`config.mk`:
```
export PLATFORM = sky130hd
export DESIGN_NAME = calc2_port_master_flat
export DESIGN_NICKNAME = d
export VERILOG_FILES = /design/src/rtl/calc2_pkg.sv /design/src/rtl/calc2_port_master_if.sv /design/src/rtl/calc2_rsp_fifo.sv /design/src/rtl/calc2_port_master.sv /design/src/flat_wrapper.sv
export SDC_FILE = /design/constraint.sdc
export NUM_CORES = 1
export LEC_CHECK = 0
export ABC_AREA = 1
export CORE_MARGIN = 3
export CORE_UTILIZATION = 45
export DETAILED_ROUTE_END_ITERATION = 10
export HOLD_SLACK_MARGIN = 0.08
export PLACE_DENSITY = 0.72
export SYNTH_ARGS = -nofsm -noshare
export SYNTH_HDL_FRONTEND = slang
export SYNTH_SLANG_ARGS = --single-unit
```
`constraint.sdc`:
```
create_clock -name c_clk -period 3.8 [get_ports c_clk]
set_clock_uncertainty 0.1 [all_clocks]
set_input_delay 0.57 -clock c_clk [delete_from_list [all_inputs] [get_ports c_clk]]
set_output_delay 0.57 -clock c_clk [all_outputs]
set_load 0.02 [all_outputs]
```
`src/rtl/calc2_pkg.sv`:
```
// Shared definitions for the calc2 port master: command and response codes,
// issue-FSM states and the response-FIFO entry format.
package calc2_pkg;

  localparam logic [3:0] CMD_NOP = 4'h0;
  localparam logic [3:0] CMD_ADD = 4'h1;
  localparam logic [3:0] CMD_SUB = 4'h2;
  localparam logic [3:0] CMD_SHL = 4'h5;
  localparam logic [3:0] CMD_SHR = 4'h6;

  localparam logic [1:0] RESP_NONE     = 2'd0;
  localparam logic [1:0] RESP_OK       = 2'd1;
  localparam logic [1:0] RESP_OVF      = 2'd2;
  localparam logic [1:0] RESP_INVALID  = 2'd2;
  localparam logic [1:0] RESP_INTERNAL = 2'd3;

  localparam int NUM_TAGS = 4;

  typedef enum logic [1:0] {
    ST_IDLE  = 2'd0,
    ST_SEND1 = 2'd1,
    ST_SEND2 = 2'd2
  } state_t;

  typedef struct packed {
    logic [1:0]  resp;
    logic [31:0] data;
    logic [1:0]  tag;
    logic [3:0]  cmd;
  } rsp_entry_t;

  // Returns {none_free, tag}: the lowest-numbered clear bit of busy.
  function automatic logic [2:0] lowest_free_tag(input logic [3:0] busy);
    logic [2:0] sel;
    sel = 3'b100;
    for (int i = 3; i >= 0; i--) begin
      if (!busy[i]) sel = {1'b0, 2'(i)};
    end
    return sel;
  endfunction

endpackage

```
`src/rtl/calc2_port_master_if.sv`:
```
// Op, calc2-port and result signals of one calc2 port master, grouped with
// master (block side) and slave (environment side) modports.
interface calc2_port_master_if;
  logic        op_valid;
  logic        op_ready;
  logic [3:0]  op_cmd;
  logic [31:0] op_data1;
  logic [31:0] op_data2;

  logic [3:0]  req_cmd_out;
  logic [31:0] req_data_out;
  logic [1:0]  req_tag_out;

  logic [1:0]  out_resp;
  logic [31:0] out_data;
  logic [1:0]  out_tag;

  logic        rsp_valid;
  logic        rsp_ready;
  logic [1:0]  rsp_resp;
  logic [31:0] rsp_data;
  logic [1:0]  rsp_tag;
  logic [3:0]  rsp_cmd;

  logic        err_unexpected;

  modport master (
    input  op_valid, op_cmd, op_data1, op_data2,
    output op_ready,
    output req_cmd_out, req_data_out, req_tag_out,
    input  out_resp, out_data, out_tag,
    output rsp_valid, rsp_resp, rsp_data, rsp_tag, rsp_cmd,
    input  rsp_ready,
    output err_unexpected
  );

  modport slave (
    output op_valid, op_cmd, op_data1, op_data2,
    input  op_ready,
    input  req_cmd_out, req_data_out, req_tag_out,
    output out_resp, out_data, out_tag,
    input  rsp_valid, rsp_resp, rsp_data, rsp_tag, rsp_cmd,
    output rsp_ready,
    input  err_unexpected
  );
endinterface

```
`src/rtl/calc2_rsp_fifo.sv`:
```
// Response FIFO holding completed calc2 results in arrival order; the head
// is read combinationally so it can be presented without a bubble.
module calc2_rsp_fifo
  import calc2_pkg::*;
#(
  parameter int DEPTH = 4
) (
  input  logic                       c_clk,
  input  logic                       reset,
  input  logic                       push,
  input  rsp_entry_t                 push_entry,
  input  logic                       pop,
  output rsp_entry_t                 head,
  output logic                       empty,
  output logic [$clog2(DEPTH+1)-1:0] count
);
  localparam int PTR_W = (DEPTH > 1) ? $clog2(DEPTH) : 1;
  localparam int CNT_W = $clog2(DEPTH + 1);

  rsp_entry_t       mem [DEPTH];
  logic [PTR_W-1:0] wr_ptr_q, wr_ptr_d;
  logic [PTR_W-1:0] rd_ptr_q, rd_ptr_d;
  logic [CNT_W-1:0] count_q, count_d;
  logic             do_pop;

  // Pointers wrap explicitly so non-power-of-two depths work too.
  function automatic logic [PTR_W-1:0] ptr_inc(input logic [PTR_W-1:0] p);
    return (p == PTR_W'(DEPTH - 1)) ? '0 : p + PTR_W'(1);
  endfunction

  assign do_pop = pop && (count_q != '0);

  always_comb begin
    wr_ptr_d = wr_ptr_q;
    rd_ptr_d = rd_ptr_q;
    count_d  = count_q;
    if (push)   wr_ptr_d = ptr_inc(wr_ptr_q);
    if (do_pop) rd_ptr_d = ptr_inc(rd_ptr_q);
    case ({push, do_pop})
      2'b10:   count_d = count_q + CNT_W'(1);
      2'b01:   count_d = count_q - CNT_W'(1);
      default: count_d = count_q;
    endcase
  end

  always_ff @(posedge c_clk or posedge reset) begin
    if (reset) begin
      wr_ptr_q <= '0;
      rd_ptr_q <= '0;
      count_q  <= '0;
    end else begin
      wr_ptr_q <= wr_ptr_d;
      rd_ptr_q <= rd_ptr_d;
      count_q  <= count_d;
    end
  end

  always_ff @(posedge c_clk) begin
    if (push) mem[wr_ptr_q] <= push_entry;
  end

  assign head  = mem[rd_ptr_q];
  assign empty = (count_q == '0);
  assign count = count_q;

endmodule

```
`src/rtl/calc2_port_master.sv`:
```
// Drives one calc2 port: issues each op as a two-beat request with a tag,
// tracks outstanding tags and queues returning responses for a downstream consumer.
module calc2_port_master
  import calc2_pkg::*;
#(
  parameter int MAX_OUTSTANDING = 4,
  parameter int RSP_DEPTH       = 4
) (
  input logic                 c_clk,
  input logic                 reset,
  calc2_port_master_if.master bus
);
  localparam int CNT_W = $clog2(RSP_DEPTH + 1);

  state_t              state_q, state_d;
  logic [3:0]          cmd_q, cmd_d;
  logic [31:0]         data1_q, data1_d;
  logic [31:0]         data2_q, data2_d;
  logic [1:0]          tag_q, tag_d;
  logic [NUM_TAGS-1:0] busy_q, busy_d;
  logic [3:0]          tbl_cmd_q [NUM_TAGS];
  logic [3:0]          tbl_cmd_d [NUM_TAGS];
  logic                err_q, err_d;

  logic [2:0]          free_sel;
  logic [2:0]          outstanding;
  logic [CNT_W-1:0]    fifo_count;
  logic                fifo_empty;
  rsp_entry_t          fifo_head, push_entry, rsp_out;
  logic                op_ready, accept, rsp_seen, tag_busy, push, pop;
  logic [3:0]          req_cmd;
  logic [31:0]         req_data;
  logic [1:0]          req_tag;

  assign free_sel = lowest_free_tag(busy_q);

  always_comb begin
    outstanding = '0;
    for (int i = 0; i < NUM_TAGS; i++) outstanding = outstanding + 3'(busy_q[i]);
  end

  // Credit rule: every outstanding op has a FIFO slot reserved for its response.
  assign op_ready = !reset && (state_q != ST_SEND1) && !free_sel[2]
                 && (int'(outstanding) < MAX_OUTSTANDING)
                 && (int'(outstanding) + int'(fifo_count) < RSP_DEPTH);
  assign accept   = bus.op_valid && op_ready;

  assign rsp_seen   = (bus.out_resp != RESP_NONE);
  assign tag_busy   = busy_q[bus.out_tag];
  assign push       = rsp_seen && tag_busy;
  assign pop        = !fifo_empty && bus.rsp_ready;
  assign push_entry = '{resp: bus.out_resp, data: bus.out_data,
                        tag: bus.out_tag, cmd: tbl_cmd_q[bus.out_tag]};

  always_comb begin
    state_d   = state_q;
    cmd_d     = cmd_q;
    data1_d   = data1_q;
    data2_d   = data2_q;
    tag_d     = tag_q;
    busy_d    = busy_q;
    tbl_cmd_d = tbl_cmd_q;
    err_d     = err_q;
    req_cmd   = CMD_NOP;
    req_data  = '0;
    req_tag   = '0;

    case (state_q)
      ST_IDLE: begin
        if (accept) state_d = ST_SEND1;
      end
      ST_SEND1: begin
        req_cmd  = cmd_q;
        req_data = data1_q;
        req_tag  = tag_q;
        state_d  = ST_SEND2;
      end
      ST_SEND2: begin
        req_cmd  = CMD_NOP;
        req_data = data2_q;
        req_tag  = tag_q;
        state_d  = accept ? ST_SEND1 : ST_IDLE;
      end
      default: state_d = ST_IDLE;
    endcase

    if (accept) begin
      cmd_d                     = bus.op_cmd;
      data1_d                   = bus.op_data1;
      data2_d                   = bus.op_data2;
      tag_d                     = free_sel[1:0];
      busy_d[free_sel[1:0]]     = 1'b1;
      tbl_cmd_d[free_sel[1:0]]  = bus.op_cmd;
    end
    // Accept only ever picks a tag that is free in busy_q, so it never collides with this clear.
    if (push) busy_d[bus.out_tag] = 1'b0;
    if (rsp_seen && !tag_busy) err_d = 1'b1;
  end

  always_ff @(posedge c_clk or posedge reset) begin
    if (reset) begin
      state_q <= ST_IDLE;
      cmd_q   <= '0;
      data1_q <= '0;
      data2_q <= '0;
      tag_q   <= '0;
      busy_q  <= '0;
      for (int i = 0; i < NUM_TAGS; i++) tbl_cmd_q[i] <= '0;
      err_q   <= 1'b0;
    end else begin
      state_q   <= state_d;
      cmd_q     <= cmd_d;
      data1_q   <= data1_d;
      data2_q   <= data2_d;
      tag_q     <= tag_d;
      busy_q    <= busy_d;
      tbl_cmd_q <= tbl_cmd_d;
      err_q     <= err_d;
    end
  end

  calc2_rsp_fifo #(
    .DEPTH (RSP_DEPTH)
  ) u_rsp_fifo (
    .c_clk      (c_clk),
    .reset      (reset),
    .push       (push),
    .push_entry (push_entry),
    .pop        (pop),
    .head       (fifo_head),
    .empty      (fifo_empty),
    .count      (fifo_count)
  );

  assign rsp_out = fifo_empty ? '0 : fifo_head;

  assign bus.op_ready       = op_ready;
  assign bus.req_cmd_out    = req_cmd;
  assign bus.req_data_out   = req_data;
  assign bus.req_tag_out    = req_tag;
  assign bus.rsp_valid      = !fifo_empty;
  assign bus.rsp_resp       = rsp_out.resp;
  assign bus.rsp_data       = rsp_out.data;
  assign bus.rsp_tag        = rsp_out.tag;
  assign bus.rsp_cmd        = rsp_out.cmd;
  assign bus.err_unexpected = err_q;

endmodule

```
`src/flat_wrapper.sv`:
```
// flat-port wrapper written by rule: the top's interface ports become plain ports
module calc2_port_master_flat import calc2_pkg::*;
#(
  parameter int MAX_OUTSTANDING = 4,
  parameter int RSP_DEPTH       = 4
)
  (c_clk, reset, bus_op_valid, bus_op_cmd, bus_op_data1, bus_op_data2, bus_op_ready, bus_req_cmd_out, bus_req_data_out, bus_req_tag_out, bus_out_resp, bus_out_data, bus_out_tag, bus_rsp_valid, bus_rsp_resp, bus_rsp_data, bus_rsp_tag, bus_rsp_cmd, bus_rsp_ready, bus_err_unexpected);
  calc2_port_master_if bus_i ();
  input logic c_clk;
  input logic reset;
  input wire logic [$bits(bus_i.op_valid)-1:0] bus_op_valid;
  input wire logic [$bits(bus_i.op_cmd)-1:0] bus_op_cmd;
  input wire logic [$bits(bus_i.op_data1)-1:0] bus_op_data1;
  input wire logic [$bits(bus_i.op_data2)-1:0] bus_op_data2;
  output wire logic [$bits(bus_i.op_ready)-1:0] bus_op_ready;
  output wire logic [$bits(bus_i.req_cmd_out)-1:0] bus_req_cmd_out;
  output wire logic [$bits(bus_i.req_data_out)-1:0] bus_req_data_out;
  output wire logic [$bits(bus_i.req_tag_out)-1:0] bus_req_tag_out;
  input wire logic [$bits(bus_i.out_resp)-1:0] bus_out_resp;
  input wire logic [$bits(bus_i.out_data)-1:0] bus_out_data;
  input wire logic [$bits(bus_i.out_tag)-1:0] bus_out_tag;
  output wire logic [$bits(bus_i.rsp_valid)-1:0] bus_rsp_valid;
  output wire logic [$bits(bus_i.rsp_resp)-1:0] bus_rsp_resp;
  output wire logic [$bits(bus_i.rsp_data)-1:0] bus_rsp_data;
  output wire logic [$bits(bus_i.rsp_tag)-1:0] bus_rsp_tag;
  output wire logic [$bits(bus_i.rsp_cmd)-1:0] bus_rsp_cmd;
  input wire logic [$bits(bus_i.rsp_ready)-1:0] bus_rsp_ready;
  output wire logic [$bits(bus_i.err_unexpected)-1:0] bus_err_unexpected;
  assign bus_i.op_valid = bus_op_valid;
  assign bus_i.op_cmd = bus_op_cmd;
  assign bus_i.op_data1 = bus_op_data1;
  assign bus_i.op_data2 = bus_op_data2;
  assign bus_op_ready = bus_i.op_ready;
  assign bus_req_cmd_out = bus_i.req_cmd_out;
  assign bus_req_data_out = bus_i.req_data_out;
  assign bus_req_tag_out = bus_i.req_tag_out;
  assign bus_i.out_resp = bus_out_resp;
  assign bus_i.out_data = bus_out_data;
  assign bus_i.out_tag = bus_out_tag;
  assign bus_rsp_valid = bus_i.rsp_valid;
  assign bus_rsp_resp = bus_i.rsp_resp;
  assign bus_rsp_data = bus_i.rsp_data;
  assign bus_rsp_tag = bus_i.rsp_tag;
  assign bus_rsp_cmd = bus_i.rsp_cmd;
  assign bus_i.rsp_ready = bus_rsp_ready;
  assign bus_err_unexpected = bus_i.err_unexpected;
  calc2_port_master #(.MAX_OUTSTANDING(MAX_OUTSTANDING), .RSP_DEPTH(RSP_DEPTH)) u_core (.c_clk(c_clk), .reset(reset), .bus(bus_i));
endmodule
```
==> results.txt <==
----------------------------------------------------
[Floorplan]
  Chip Width ... 164 µm
  Die span in y ... 164 µm
  Top Ports ... 189
  Count of standard-cell rows ... 57
  Starting utilization of the core area ... 46.0%
  Area inside the core boundary ... 24,500 µm²
  Die area ... 26,900 µm²

[Synth]
  Synth Net Count ... 1,261
  Share of the synthesized area in the top cell type ... 42.7%
  Gate count of the mapped netlist ... 1,136
  Count of cell types in the netlist ... 29
  Post-Synthesis Mean Instance Area ... 9.90 µm²
  Post-synthesis async set-or-reset flop share ... 38.5%
  Synth Flop Type ... sky130_fd_sc_hd__edfxtp_1
  Count of yosys warnings during synthesis ... 0
  Cell area after synthesis ... 11,200 µm²
  Post-synthesis sequential element count ... 260
  Ranking of synthesized cells by area ... sky130_fd_sc_hd__edfxtp_1 (43%), sky130_fd_sc_hd__dfrtp_1 (22%), sky130_fd_sc_hd__nand2_1 (9.2%), sky130_fd_sc_hd__nor2_1 (6.0%), sky130_fd_sc_hd__o21ai_0 (4.2%)
  Count of flip-flops with a built-in enable after synthesis ... 160
  Cell type with the highest aggregate area in the netlist ... sky130_fd_sc_hd__edfxtp_1
  Sequential fraction of the synthesis area ... 65.0%

[Power]
  Peak supply drop ... 0.385 mV
  Relative contribution of the clock network to total power ... 24.8%
  Power spent charging and discharging nets ... 4.23 mW
  Leakage Power ... 5.82 nW
  Internal power summed over all cells ... 7.31 mW
  Proportion of power drawn by flip-flops and latches ... 35.4%
  Switching fraction of total power ... 36.7%
  Gate power share ... 39.8%
  Power density cells ... 796 nW/µm²

[Global route]
  Wire length of the first global-routing pass ... 42.3 mm
  All-layer global routing usage ... 19.6%
  Vias in the first global route ... 8,372
  Maximum number of pins on one net before global-route repair ... 83
  Gr ovfl total ... 0
  Antenna violations before repair ... 0

[Final layout]
  Area of all placed cells without fillers ... 14,500 µm²
  Commonest non-fill, non-tap cell in the layout ... sky130_fd_sc_hd__nand2_1
  Fraction of final layout cells with drive strength greater than 1 ... 6.55%
  ANT cells ... 0
  Final Net Count ... 1,434
  Layout overhead on the synthesized area ... 28.8%
  Highest-count cells in the layout ignoring fill and taps ... sky130_fd_sc_hd__nand2_1 (276), sky130_fd_sc_hd__clkdlybuf4s50_1 (186), sky130_fd_sc_hd__nor2_1 (177)
  Non-filler cells, final ... 1,652

[Clock tree]
  CTS sink cnt ... 260
  Later-pin clock latency in the skew report ... 0.52 ns
  TritonCTS clock tree ... yes
  Inserted Clock Buffers ... 27
  Buffer type at the clock tree root ... sky130_fd_sc_hd__clkbuf_16
  Buffers inserted during post-CTS setup optimization ... 0
  Maximum clock insertion buffer count ... 3
  CTS clock-pin slew for the worst setup and hold paths ... 0.06 ns
  CTS H-tree lvls ... 1
  Hold buffer count at cts ... 0

[Min path]
  Worst hold path startpoint ... u_core.data2_q[14]
  Path type of the worst min-delay path ... flip-flop to flip-flop
  Endpoint with the worst hold slack ... u_core.data2_q[14]
  Number of cells on the worst hold path ... 2

[Worst setup path]
  Crit path launch type ... flip-flop
  Critical Path End Type ... output port
  Startpoint of the most critical register-to-register path ... u_core.busy_q[0]
  Kind of critical path ... flip-flop to output port
  End of the worst register-to-register path ... u_core.tbl_cmd_q[12]
  Largest fanout of any net on the critical path ... 7
  Worst reg-to-reg path cell count ... 14
  R2R setup slack ... 0.33 ns
  Arr. time, crit path ... 2.89 ns
  Worst path required time ... 3.13 ns

[Placed design]
  Cells after DPL ... 1,604
  Routability Congestion ... 0.806
  Placed instance area ... 13,500 µm²
  Number of input and output port buffers inserted ... 188
  HPWL after detailed placement ... 16.4 mm

[Drt]
  Antenna-violating nets left ... 0
  Detail-routed net length per standard cell ... 16.2 µm
  Post-route DRC ... 0
  Vias after detailed routing ... 8,546
  WL final ... 26.8 mm
  Vias per cell ... 5.17
  Detailed-routing iteration count for the pre-antenna-repair pass ... 5
  Drt first-iter violations ... 592

[Timing]
  Ratio of final minimum period to clock period ... 93.6%
  Post-layout minimum cycle time ... 3.56 ns
  Highest achievable clock rate ... 0.281 GHz
  Final setup violation count ... 0
  Final slew viol count ... 0
  Setup TNS Final ... 0 ns
  Slew at the pin closest to its max-slew limit ... 0.894 ns
  Max-slew headroom at the worst pin ... 40.4%
  Setup repair after global routing missed its margin ... false
  Hold violation count in the final report ... 0

[Run status]
  Run status ... completed

[Flow run]
  Number of max-cap violations ... 0

----------------------------------------------------
[flip-flops by register name (all words and copies together) (netlist names)]
register	cells
u_core.tbl_cmd_q	16
u_core.tag_q	2
u_core.u_rsp_fifo.wr_ptr_q	2
u_core.u_rsp_fifo.mem	160
u_core.cmd_q	4
u_core.u_rsp_fifo.rd_ptr_q	2
u_core.state_q	2
u_core.data1_q	32
u_core.data2_q	32
u_core.busy_q	4
u_core.bus.err_unexpected	1
u_core.u_rsp_fifo.count	3
[worst max path at each step]
| stage | startpoint | cells after the start | endpoint |
|---|---|---|---|
| 6_report | u_core.busy_q[0] | 11 | bus_op_ready |
| 5_1_grt | u_core.busy_q[0] | 11 | bus_op_ready |
| 4_1_cts | u_core.busy_q[0] | 11 | bus_op_ready |
| 3_5_place_dp | u_core.busy_q[0] | 14 | u_core.tbl_cmd_q[12] |
| 3_3_place_gp | u_core.busy_q[0] | 11 | bus_op_ready |
| 2_1_floorplan | bus_out_tag[0] | 7 | u_core.u_rsp_fifo.mem[0][0] |
[cells by family (layout without fill, tap and decap cells)]
kind of cell	Yosys count	count (layout)	share of synthesized area (%)
adder cells (fa/ha/maj)	17	17	2.02
AO/OA/AOI/OAI	182	182	8.24
flip-flops	260	260	65.0
XOR/XNOR	2	2	0.156
buffers and inverters	115	307	4.45
AND/OR/NAND/NOR	560	560	20.2
[worst max-delay path: stages, from the launching register on]
cell	delay (ns)
sky130_fd_sc_hd__dfrtp_1	0.43
sky130_fd_sc_hd__inv_1	0.11
sky130_fd_sc_hd__ha_1	0.29
sky130_fd_sc_hd__inv_1	0.05
sky130_fd_sc_hd__fa_1	0.35
sky130_fd_sc_hd__inv_1	0.08
sky130_fd_sc_hd__ha_1	0.23
sky130_fd_sc_hd__ha_1	0.29
sky130_fd_sc_hd__nand3b_1	0.09
sky130_fd_sc_hd__nand2_1	0.09
sky130_fd_sc_hd__nor2_4	0.14
sky130_fd_sc_hd__clkbuf_2	0.20
[cell usage after synthesis (3+ instances only)]
cell and n:
sky130_fd_sc_hd__nand2_1 276, sky130_fd_sc_hd__nor2_1 181, sky130_fd_sc_hd__edfxtp_1 160, sky130_fd_sc_hd__dfrtp_1 100, sky130_fd_sc_hd__o21ai_0 94, sky130_fd_sc_hd__nand3_1 84
sky130_fd_sc_hd__a21oi_1 78, sky130_fd_sc_hd__inv_1 42, sky130_fd_sc_hd__clkbuf_1 37, sky130_fd_sc_hd__buf_2 19, sky130_fd_sc_hd__ha_1 15, sky130_fd_sc_hd__nand4_1 11
sky130_fd_sc_hd__buf_4 8, sky130_fd_sc_hd__a22oi_1 4, sky130_fd_sc_hd__buf_1 4, sky130_fd_sc_hd__o21ai_1 4, sky130_fd_sc_hd__inv_2 3
[area by class of cell]
cell class                 instances  area, µm²
inverter                          45        173
multi-input combinational        761       3480
clock buffer                      31        711
sequential                       260       7310
timing repair buffer             214       2150
fill                            2035       9970
clock inverter                    17        262
tap                              324        405
[repair_timing]
action | CTS | global route
endpoints found under the setup margin | 1 | 1
gates resized for setup | 1 | 2
gates cloned | 0 | 0
pin swaps | 0 | 0
[power groups by stage]
stage	Combinational, mW	Sequential [mW]	Clock (mW)
after global routing	5.08	4.16	3.02
after floorplan	2.91	4.04	0
final	4.59	4.09	2.86
after CTS	4.63	4.09	2.93
after detailed placement	4.62	4.13	0
after global placement	4.52	4.11	0
[per-stage QoR]
step / power (mW) / hold slack, ns / setup slack (ns) / util, %
3_5_place_dp: 8.75 / 0.361 / 0.286 / 55.3
5_1_grt: 12.3 / 0.390 / 0.0449 / 59.2
4_1_cts: 11.6 / 0.377 / 0.0103 / 59.3
6_report: 11.5 / 0.377 / 0.245 / 59.2
3_3_place_gp: 8.64 / 0.357 / 0.386 / 55.3
2_1_floorplan: 6.95 / 0.343 / 0.306 / -
[metal layers]
metal | global-route usage [%] | vias to the layer above | share of wire (%)
met1 | 25.6 | 4057 | 42
met2 | 32.5 | 305 | 46
li1 | - | 4144 | -
met4 | 4.54 | 0 | 1.7
met3 | 5.83 | 40 | 9.8
met5 | 0 | - | 0
(Power assumes the default switching activity.)
